**src/rtl/button_pkg.sv**
```systemverilog
// Shared types, width helper and default parameters for the push-button front end.
package button_pkg;

    typedef enum logic [1:0] {
        BTN_IDLE,
        BTN_PRESS,
        BTN_HOLD
    } btn_state_e;

    localparam int DEF_N_BTN        = 4;
    localparam int DEF_TICK_DIV     = 100_000;
    localparam int DEF_DB_SAMPLES   = 4;
    localparam int DEF_LONG_TICKS   = 1000;
    localparam int DEF_REPEAT_TICKS = 200;

    // Bits needed to count 0..n-1, never less than one.
    function automatic int cnt_w(input int n);
        return (n <= 1) ? 1 : $clog2(n);
    endfunction

endpackage

```
**src/rtl/button_channel.sv**
```systemverilog
// One button channel: 2-flop sync, tick-sampled debounce, press/hold FSM and
// registered one-clock event pulses.
module button_channel
    import button_pkg::*;
#(
    parameter int DB_SAMPLES   = DEF_DB_SAMPLES,
    parameter int LONG_TICKS   = DEF_LONG_TICKS,
    parameter int REPEAT_TICKS = DEF_REPEAT_TICKS
) (
    input  logic clk,
    input  logic reset_n,
    input  logic tick,
    input  logic btn,
    output logic btn_level,
    output logic btn_p_edge,
    output logic btn_n_edge,
    output logic short_press,
    output logic long_press,
    output logic repeat_press
);

    localparam int DBW = cnt_w(DB_SAMPLES);
    localparam int HW  = (cnt_w(LONG_TICKS) > cnt_w(REPEAT_TICKS)) ?
                         cnt_w(LONG_TICKS) : cnt_w(REPEAT_TICKS);
    localparam bit RPT_EN = (REPEAT_TICKS != 0);
    localparam logic [DBW-1:0] DB_LAST   = DBW'(DB_SAMPLES - 1);
    localparam logic [HW-1:0]  LONG_LAST = HW'(LONG_TICKS - 1);
    localparam logic [HW-1:0]  RPT_LAST  = HW'(RPT_EN ? REPEAT_TICKS - 1 : 0);

    logic [1:0]     sync;
    logic [DBW-1:0] db_cnt;
    logic           differ, accept, rise, fall;
    btn_state_e     state, state_nx;
    logic [HW-1:0]  hold_cnt, hold_nx;
    logic           short_nx, long_nx, rpt_nx;

    always_ff @(posedge clk or negedge reset_n) begin
        if (!reset_n) sync <= '0;
        else          sync <= {sync[0], btn};
    end

    // A level change is accepted on the tick that completes the run of differing samples.
    assign differ = sync[1] ^ btn_level;
    assign accept = tick && differ && (db_cnt == DB_LAST);
    assign rise   = accept && !btn_level;
    assign fall   = accept && btn_level;

    always_ff @(posedge clk or negedge reset_n) begin
        if (!reset_n) begin
            db_cnt     <= '0;
            btn_level  <= 1'b0;
            btn_p_edge <= 1'b0;
            btn_n_edge <= 1'b0;
        end else begin
            if (tick) db_cnt <= (differ && !accept) ? db_cnt + DBW'(1) : '0;
            btn_level  <= btn_level ^ accept;
            btn_p_edge <= rise;
            btn_n_edge <= fall;
        end
    end

    // A release on a threshold tick takes priority over the threshold pulse.
    always_comb begin
        state_nx = state;
        hold_nx  = hold_cnt;
        short_nx = 1'b0;
        long_nx  = 1'b0;
        rpt_nx   = 1'b0;
        case (state)
            BTN_IDLE: begin
                if (rise) begin
                    state_nx = BTN_PRESS;
                    hold_nx  = '0;
                end
            end
            BTN_PRESS: begin
                if (fall) begin
                    short_nx = 1'b1;
                    state_nx = BTN_IDLE;
                end else if (tick) begin
                    if (hold_cnt == LONG_LAST) begin
                        long_nx  = 1'b1;
                        state_nx = BTN_HOLD;
                        hold_nx  = '0;
                    end else begin
                        hold_nx = hold_cnt + HW'(1);
                    end
                end
            end
            BTN_HOLD: begin
                if (fall) begin
                    state_nx = BTN_IDLE;
                end else if (tick && RPT_EN) begin
                    if (hold_cnt == RPT_LAST) begin
                        rpt_nx  = 1'b1;
                        hold_nx = '0;
                    end else begin
                        hold_nx = hold_cnt + HW'(1);
                    end
                end
            end
            default: state_nx = BTN_IDLE;
        endcase
    end

    always_ff @(posedge clk or negedge reset_n) begin
        if (!reset_n) begin
            state        <= BTN_IDLE;
            hold_cnt     <= '0;
            short_press  <= 1'b0;
            long_press   <= 1'b0;
            repeat_press <= 1'b0;
        end else begin
            state        <= state_nx;
            hold_cnt     <= hold_nx;
            short_press  <= short_nx;
            long_press   <= long_nx;
            repeat_press <= rpt_nx;
        end
    end

endmodule

```
**src/rtl/button_array_cntr.sv**
```systemverilog
// Multi-channel button front end: shared sample-tick prescaler feeding an
// array of independent debounce/press-classification channels.
module button_array_cntr
    import button_pkg::*;
#(
    parameter int N_BTN        = DEF_N_BTN,
    parameter int TICK_DIV     = DEF_TICK_DIV,
    parameter int DB_SAMPLES   = DEF_DB_SAMPLES,
    parameter int LONG_TICKS   = DEF_LONG_TICKS,
    parameter int REPEAT_TICKS = DEF_REPEAT_TICKS
) (
    input  logic             clk,
    input  logic             reset_n,
    input  logic [N_BTN-1:0] btn,
    output logic [N_BTN-1:0] btn_level,
    output logic [N_BTN-1:0] btn_p_edge,
    output logic [N_BTN-1:0] btn_n_edge,
    output logic [N_BTN-1:0] short_press,
    output logic [N_BTN-1:0] long_press,
    output logic [N_BTN-1:0] repeat_press
);

    localparam int TW = cnt_w(TICK_DIV);
    localparam logic [TW-1:0] TICK_LAST = TW'(TICK_DIV - 1);

    logic [TW-1:0] div_cnt;
    logic          tick;

    assign tick = (div_cnt == TICK_LAST);

    always_ff @(posedge clk or negedge reset_n) begin
        if (!reset_n)  div_cnt <= '0;
        else if (tick) div_cnt <= '0;
        else           div_cnt <= div_cnt + TW'(1);
    end

    for (genvar i = 0; i < N_BTN; i++) begin : g_ch
        button_channel #(
            .DB_SAMPLES  (DB_SAMPLES),
            .LONG_TICKS  (LONG_TICKS),
            .REPEAT_TICKS(REPEAT_TICKS)
        ) u_ch (
            .clk         (clk),
            .reset_n     (reset_n),
            .tick        (tick),
            .btn         (btn[i]),
            .btn_level   (btn_level[i]),
            .btn_p_edge  (btn_p_edge[i]),
            .btn_n_edge  (btn_n_edge[i]),
            .short_press (short_press[i]),
            .long_press  (long_press[i]),
            .repeat_press(repeat_press[i])
        );
    end

endmodule

```
**config.mk**
```make
export PLATFORM = sky130hd
export DESIGN_NAME = button_array_cntr
export DESIGN_NICKNAME = d
export VERILOG_FILES = /design/src/rtl/button_pkg.sv /design/src/rtl/button_channel.sv /design/src/rtl/button_array_cntr.sv
export SDC_FILE = /design/constraint.sdc
export NUM_CORES = 1
export LEC_CHECK = 0
export BUFFER_PORTS_ARGS = -buffer_cell sky130_fd_sc_hd__buf_2
export CAP_MARGIN = 20
export CORE_MARGIN = 4
export CORE_UTILIZATION = 55
export CTS_BUF_LIST = sky130_fd_sc_hd__clkbuf_8 sky130_fd_sc_hd__clkbuf_16
export CTS_CLUSTER_DIAMETER = 40
export DETAILED_ROUTE_END_ITERATION = 6
export GPL_ROUTABILITY_DRIVEN = 0
export PLACE_DENSITY = 0.72
export SLEW_MARGIN = 20
export SYNTH_ARGS = -nofsm -noshare
export SYNTH_HDL_FRONTEND = slang
export SYNTH_HIERARCHICAL = 1
export SYNTH_SLANG_ARGS = --single-unit
```
**constraint.sdc**
```tcl
create_clock -name clk -period 5.2 [get_ports clk]
set_input_delay 0.26 -clock clk [delete_from_list [all_inputs] [get_ports clk]]
set_output_delay 0.26 -clock clk [all_outputs]
set_load 0.02 [all_outputs]
```
# Word level (Yosys, flattened, before mapping)
# Cells that the tools add are included.
[word_totals]
mem_count = 0
ram_bits = 0
mem_bits_ro = 0
out_inout_bits = 24
input_bits = 6
latchBits = 0
regBits = 105
wordCells = 256
[op_classes]
n_eq_ne = 53
div_mod_pow = 0
n_lt_le_gt_ge = 0
muxes = 101
n_reduce_logical = 44
n_addsub = 9
mul = 0
n_bitwise = 8
n_shift = 0
[op_table]
columns = ["op", "n"]
rows = [
  ["2-to-1 mux 10 bit", 28],
  ["one-hot mux 10 bit (3 select lines)", 4],
  ["2-to-1 mux 2 bit", 24],
  ["adder 10 x 1 -> 10 bit (second input constant)", 4],
  ["equality test 10 bit (second input constant)", 4],
  ["equality test 10 x 8 -> 1 bit (second input constant)", 4],
  ["2-to-1 mux 1 bit", 40],
  ["!= test 2 bit (second input constant)", 14],
  ["one-hot mux 2 bit (3 select lines)", 4],
  ["AND reduction 6 bit", 4],
  ["logical AND 1 bit", 20],
  ["!= test 2 x 1 -> 1 bit (second input constant)", 10],
  ["adder 17 x 1 -> 17 bit (second input constant)", 1],
  ["equality test 17 bit (second input constant)", 1],
  ["2-to-1 mux 17 bit", 1],
  ["equality test 2 bit (second input constant)", 8],
  ["AND reduction 4 bit", 4],
  ["!= test 3 x 1 -> 1 bit (second input constant)", 5],
  ["nonzero test 3 bit", 4],
  ["!= test 3 x 2 -> 1 bit (second input constant)", 3],
  ["adder 2 x 1 -> 2 bit (second input constant)", 4],
  ["equality test 2 x 1 -> 1 bit (second input constant)", 4],
  ["logical NOT 1 bit", 8],
  ["logical NOT 2 bit", 4],
  ["XOR 1 bit", 8],
]

# Depth between registers and ports, before layout
[logic_depth]
word_depth = 6
depth_mapped = 11

# Cells and area by module
# Netlist, hierarchy kept.
[by_module_without_submodules]
columns = ["module", "area_each_um2", "n_inst", "cells_per_inst"]
rows = [
  ["button_channel (g_ch[3].u_ch)", 1197.4, 1, 113],
  ["button_channel (g_ch[1].u_ch)", 1186.1, 1, 113],
  ["button_channel (g_ch[0].u_ch)", 1172.4, 1, 119],
  ["button_channel (g_ch[2].u_ch)", 1171.1, 1, 115],
  ["button_array_cntr", 793.3, 1, 74],
]

# Worst setup path after synthesis
# Ideal clock, no wire load.
[synth_timing]
path_type = "flip-flop to flip-flop"
from = "register div_cnt[11]"
to = "register g_ch[1].u_ch.hold_cnt[0]"
stages_incl_launch_ff = 10
arrival_ns = 3.505
setup_time_ns = 0.125
path_buffers = 0
slack_ns = 1.571
synth_period_minus_slack_ns = 3.629
path_cell_list = "dfrtp_1 -> or4_1 -> or4_4 -> nor4_4 -> and3_1 -> ha_1 -> and2b_1 -> o211ai_4 -> nor2_4 -> mux2_2"
[synth_via]
elab_chain_len = 6
word_cells_on_any_way = 11
classes_between = "eq/ne: 6; reduce/logical: 5"
[synth_lines]
columns = ["item", "line_no", "text"]
rows = [
  ["start, declared", "button_array_cntr.sv:26", "logic [TW-1:0] div_cnt;"],
  ["start signal, assigned", "button_array_cntr.sv:34", "else div_cnt <= div_cnt + TW'(1);"],
  ["equality test 17 bit *", "button_array_cntr.sv:29", "assign tick = (div_cnt == TICK_LAST);"],
  ["net tick", "button_array_cntr.sv:27", "logic tick;"],
  ["logical AND 1 bit (2 in a row)", "button_channel.sv:44", "assign accept = tick && differ && (db_cnt == DB_LAST);"],
  ["logical AND 1 bit, on equally long branches", "button_channel.sv:46, button_channel.sv:45", ""],
  ["!= test 2 bit (no line) or != test 2 x 1 -> 1 bit (tied branches)", "-", ""],
  ["AND reduction 6 bit (no line) *", "-", ""],
  ["end signal, assigned", "button_channel.sv:115", "hold_cnt <= hold_nx;"],
  ["end, declared", "button_channel.sv:34", "logic [HW-1:0] hold_cnt, hold_nx;"],
]
# The timed path passes the listed nets; every way through them passes the cells marked *.
# A chain may end at the register's enable or synchronous reset.

# Worst setup path after layout
# Same ends and word-level chain as after synthesis.

==> impl_metrics.tcl <==
set metrics [dict create \
    synth_top_flop_cell "dfrtp_1" \
    outcome "finished clean" \
    cts_tree "done" \
    synth_fa_ha_area_share_pct 7.48 \
    worst_slew_pin_slew_ns 0.950 \
    swShare_pct 22.4 \
    hold_buffers 5 \
    maxCapViolations 0 \
    syn_area_sq_mm 0.00552 \
    crit_chain "or4_1 -> or4_4 -> nor4_4 -> buf_4 -> and3_1 -> ha_1 -> and2b_1 -> o211ai_4 -> nor2_4 -> mux2_2" \
    clkSinkCount 105 \
    cp.depth 10 \
    max_stage_delay_ns 0.53 \
    crit_buf_inv 1 \
    wirelength_mm 10.5 \
    root_buffer "clkbuf_8" \
    synth-edff-count 0 \
    combPwrFrac_pct 1.6 \
    setup_tns_ns 0 \
    synthXorXnorAreaFrac_pct 2.86 \
    syn_area_per_cell_sq_um 10.3 \
    grtUsageTotal_pct 19.6 \
    start_kind "register" \
    crit_type "reg2reg" \
    hp-class "in2async" \
    cellLeakagePower_nw 2.78 \
    synthesis.nets 573 \
    rsz0062_at_grt "no" \
    yosysSeqAreaShare_pct 47.6 \
    worstSetupEndpoint "g_ch[1].u_ch/hold_cnt[0]" \
    wl_per_cell_um 14.6 \
    synth_cells 534 \
    reg2regPathDepth 10 \
    muxShareOfSynthArea_pct 0.589 \
    gr-total-overflow 0 \
    clkPwrFrac_pct 38.7 \
    vias 4057 \
    setup_viol 0 \
    ant_nets 0 \
    async_flop_share_pct 100 \
    synth_seq_cells 105 \
    r2r_setup_slack_ns 1.63 \
    clkTransAtPathRegs_ns 0.10 \
    yosysWarnings 6 \
    hold_ws_ns 0.322 \
    slew_headroom_pct 36.7 \
    synth_top_family_by_area "simple AND/OR/NAND/NOR gates" \
    die_y_um 108 \
    dr.pass1.iters 6 \
    dieArea_sq_mm 0.0117 \
    clockBufferDepth 2 \
    slowest_stage "or4_1" \
    p_int_mw 1.07 \
    clock.fmax_mhz 280 \
    cp_max_fo 33 \
    finalCritPeriodShare_pct 68.7 \
    total_power_mw 1.37 \
    p_seq_share_pct 59.7 \
    drc_errors 0 \
    grt_max_degree 79 \
    diodes 0 \
    final_cell_mix "dfrtp_1, nand2_1, nor2_1" \
    hpwl_mm 7.39 \
    syn2layout_area_growth_pct 10.2 \
    core_sq_mm 0.00977 \
    nNetsFinal 615 \
    drt-vias-per-instance 5.68 \
    fin_worst_skew_ns 0.0170 \
    drt-initial-drc-count 267 \
    startpoint "div_cnt[11]" \
    initial_core_util_pct 56.5 \
    yosys.area_share.simple_pct 23.4 \
    post_cts_buffers 0 \
    p_switching_mw 0.308 \
    regToRegEndpoint "g_ch[1].u_ch/hold_cnt[0]" \
    critPathTopFamily "simple AND/OR/NAND/NOR gates" \
    grt_pass1_vias 4046 \
    antenna_found_initial 0 \
    clk_latency_ns 0.39 \
    hold_viol 0 \
    vdd_drop_max_mv 0.210 \
    rr_startpoint "div_cnt[11]" \
    ios 30 \
    cts_made_buffers 9 \
    fp-row-count 36 \
    layout_min_cycle_time_ns 3.57 \
    htreeDepth 3 \
    cts_resized 0 \
    powerDensity_mw_per_mm2 226 \
    arrival_ns 3.84 \
    drive_gt1_share_pct 16.5 \
    grt_pass1_wl_mm 18.5 \
    synth_compound_area_share_pct 15.6 \
    cp.required_ns 5.47 \
    yosys.cell_types.count 73 \
    cp-end-kind "register" \
    layout.cells.most_common "dfrtp_1" \
    port_buffers 29 \
    die_w_um 108 \
    report.final.slew_viol_count 0 \
]
-- flip-flops by register name, summed over array words and instances (netlist names), 8 cells and up --
| name | cells |
|---|---|
| g_ch.u_ch/hold_cnt | 40 |
| g_ch.u_ch/db_cnt | 8 |
| g_ch.u_ch/state | 8 |
| div_cnt | 17 |
| g_ch.u_ch/sync | 8 |
-- how the worst min path moves through the flow --
| stage | start | endpoint | slack [ns] | cells past startpoint |
|---|---|---|---|---|
| 5_1_grt | reset_n | g_ch[1].u_ch/btn_n_edge | 0.35 | 2 |
| 4_1_cts | reset_n | g_ch[0].u_ch/sync[0] | 0.31 | 2 |
| 3_5_place_dp | reset_n | g_ch[0].u_ch/hold_cnt[7] | 0.20 | 1 |
| 6_report | reset_n | g_ch[1].u_ch/btn_n_edge | 0.32 | 2 |
| 2_1_floorplan | reset_n | div_cnt[0] | -0.04 | 0 |
| 3_3_place_gp | reset_n | g_ch[0].u_ch/hold_cnt[7] | 0.19 | 1 |
-- metrics by stage --
step	util (%)	setup slack, ns	area, sq um	cells
after floorplan	-	1.57	5520	534
after global placement	59.6	1.77	5820	693
after detailed placement	59.6	1.63	5820	693
after CTS	62.2	1.60	6080	714
after global routing	62.2	1.37	6080	714
final	62.2	1.63	6080	714
-- synth_stat cells, drive strengths merged (5+ instances only) --
cell,count,area share (%)
dfrtp,105,48
nand2,59,4.2
nor2,37,2.7
o21ai,36,3.3
nand3,34,3.2
ha,33,7.5
inv,30,2.0
nor3,25,2.4
nand4,18,2.3
a22o,17,2.8
a21oi,12,1.4
xnor2,9,1.4
xor2,9,1.4
a21o,8,1.1
and3,8,0.95
and4,8,1.3
o311ai,8,1.5
a31oi,6,1.3
nor2b,6,0.68
and2,5,0.63
or3,5,0.59
-- power by group through the flow --
stage / clock [mW] / sequential, mW / combinational, mW
after floorplan: 0 / 0.836 / 0.00141
after global placement: 0 / 0.836 / 0.0206
after detailed placement: 0 / 0.836 / 0.0208
after CTS: 0.550 / 0.820 / 0.0236
after global routing: 0.583 / 0.821 / 0.0264
final: 0.532 / 0.820 / 0.0219
-- kinds of logic (layout without fill, tap and decap cells) --
| logic type | after synthesis | count (layout) |
|---|---|---|
| mux | 3 | 3 |
| compound gates | 109 | 109 |
| buf+inv | 35 | 82 |
| fa+ha+maj | 33 | 33 |
| flops | 105 | 105 |
| xor+xnor | 18 | 18 |
| simple gates | 231 | 231 |
-- routing by layer --
| layer | up-vias | GRT usage [%] | routed length (um) |
|---|---|---|---|
| met5 | - | 0 | 0 |
| met4 | 0 | 4.69 | 96 |
| met3 | 9 | 5.79 | 421 |
| met2 | 62 | 32.5 | 4950 |
| met1 | 1955 | 25.6 | 4980 |
| li1 | 2031 | - | - |
-- area by class of cell --
class / count / area (sq um)
Inverter: 30 / 113
Clock buffer: 10 / 138
Multi-Input combinational cell: 394 / 2750
Fill cell: 824 / 3690
Clock inverter: 6 / 72.6
Timing Repair Buffer: 36 / 213
Tap cell: 133 / 166
Sequential cell: 105 / 2630
Power figures use the tool's default switching activity.
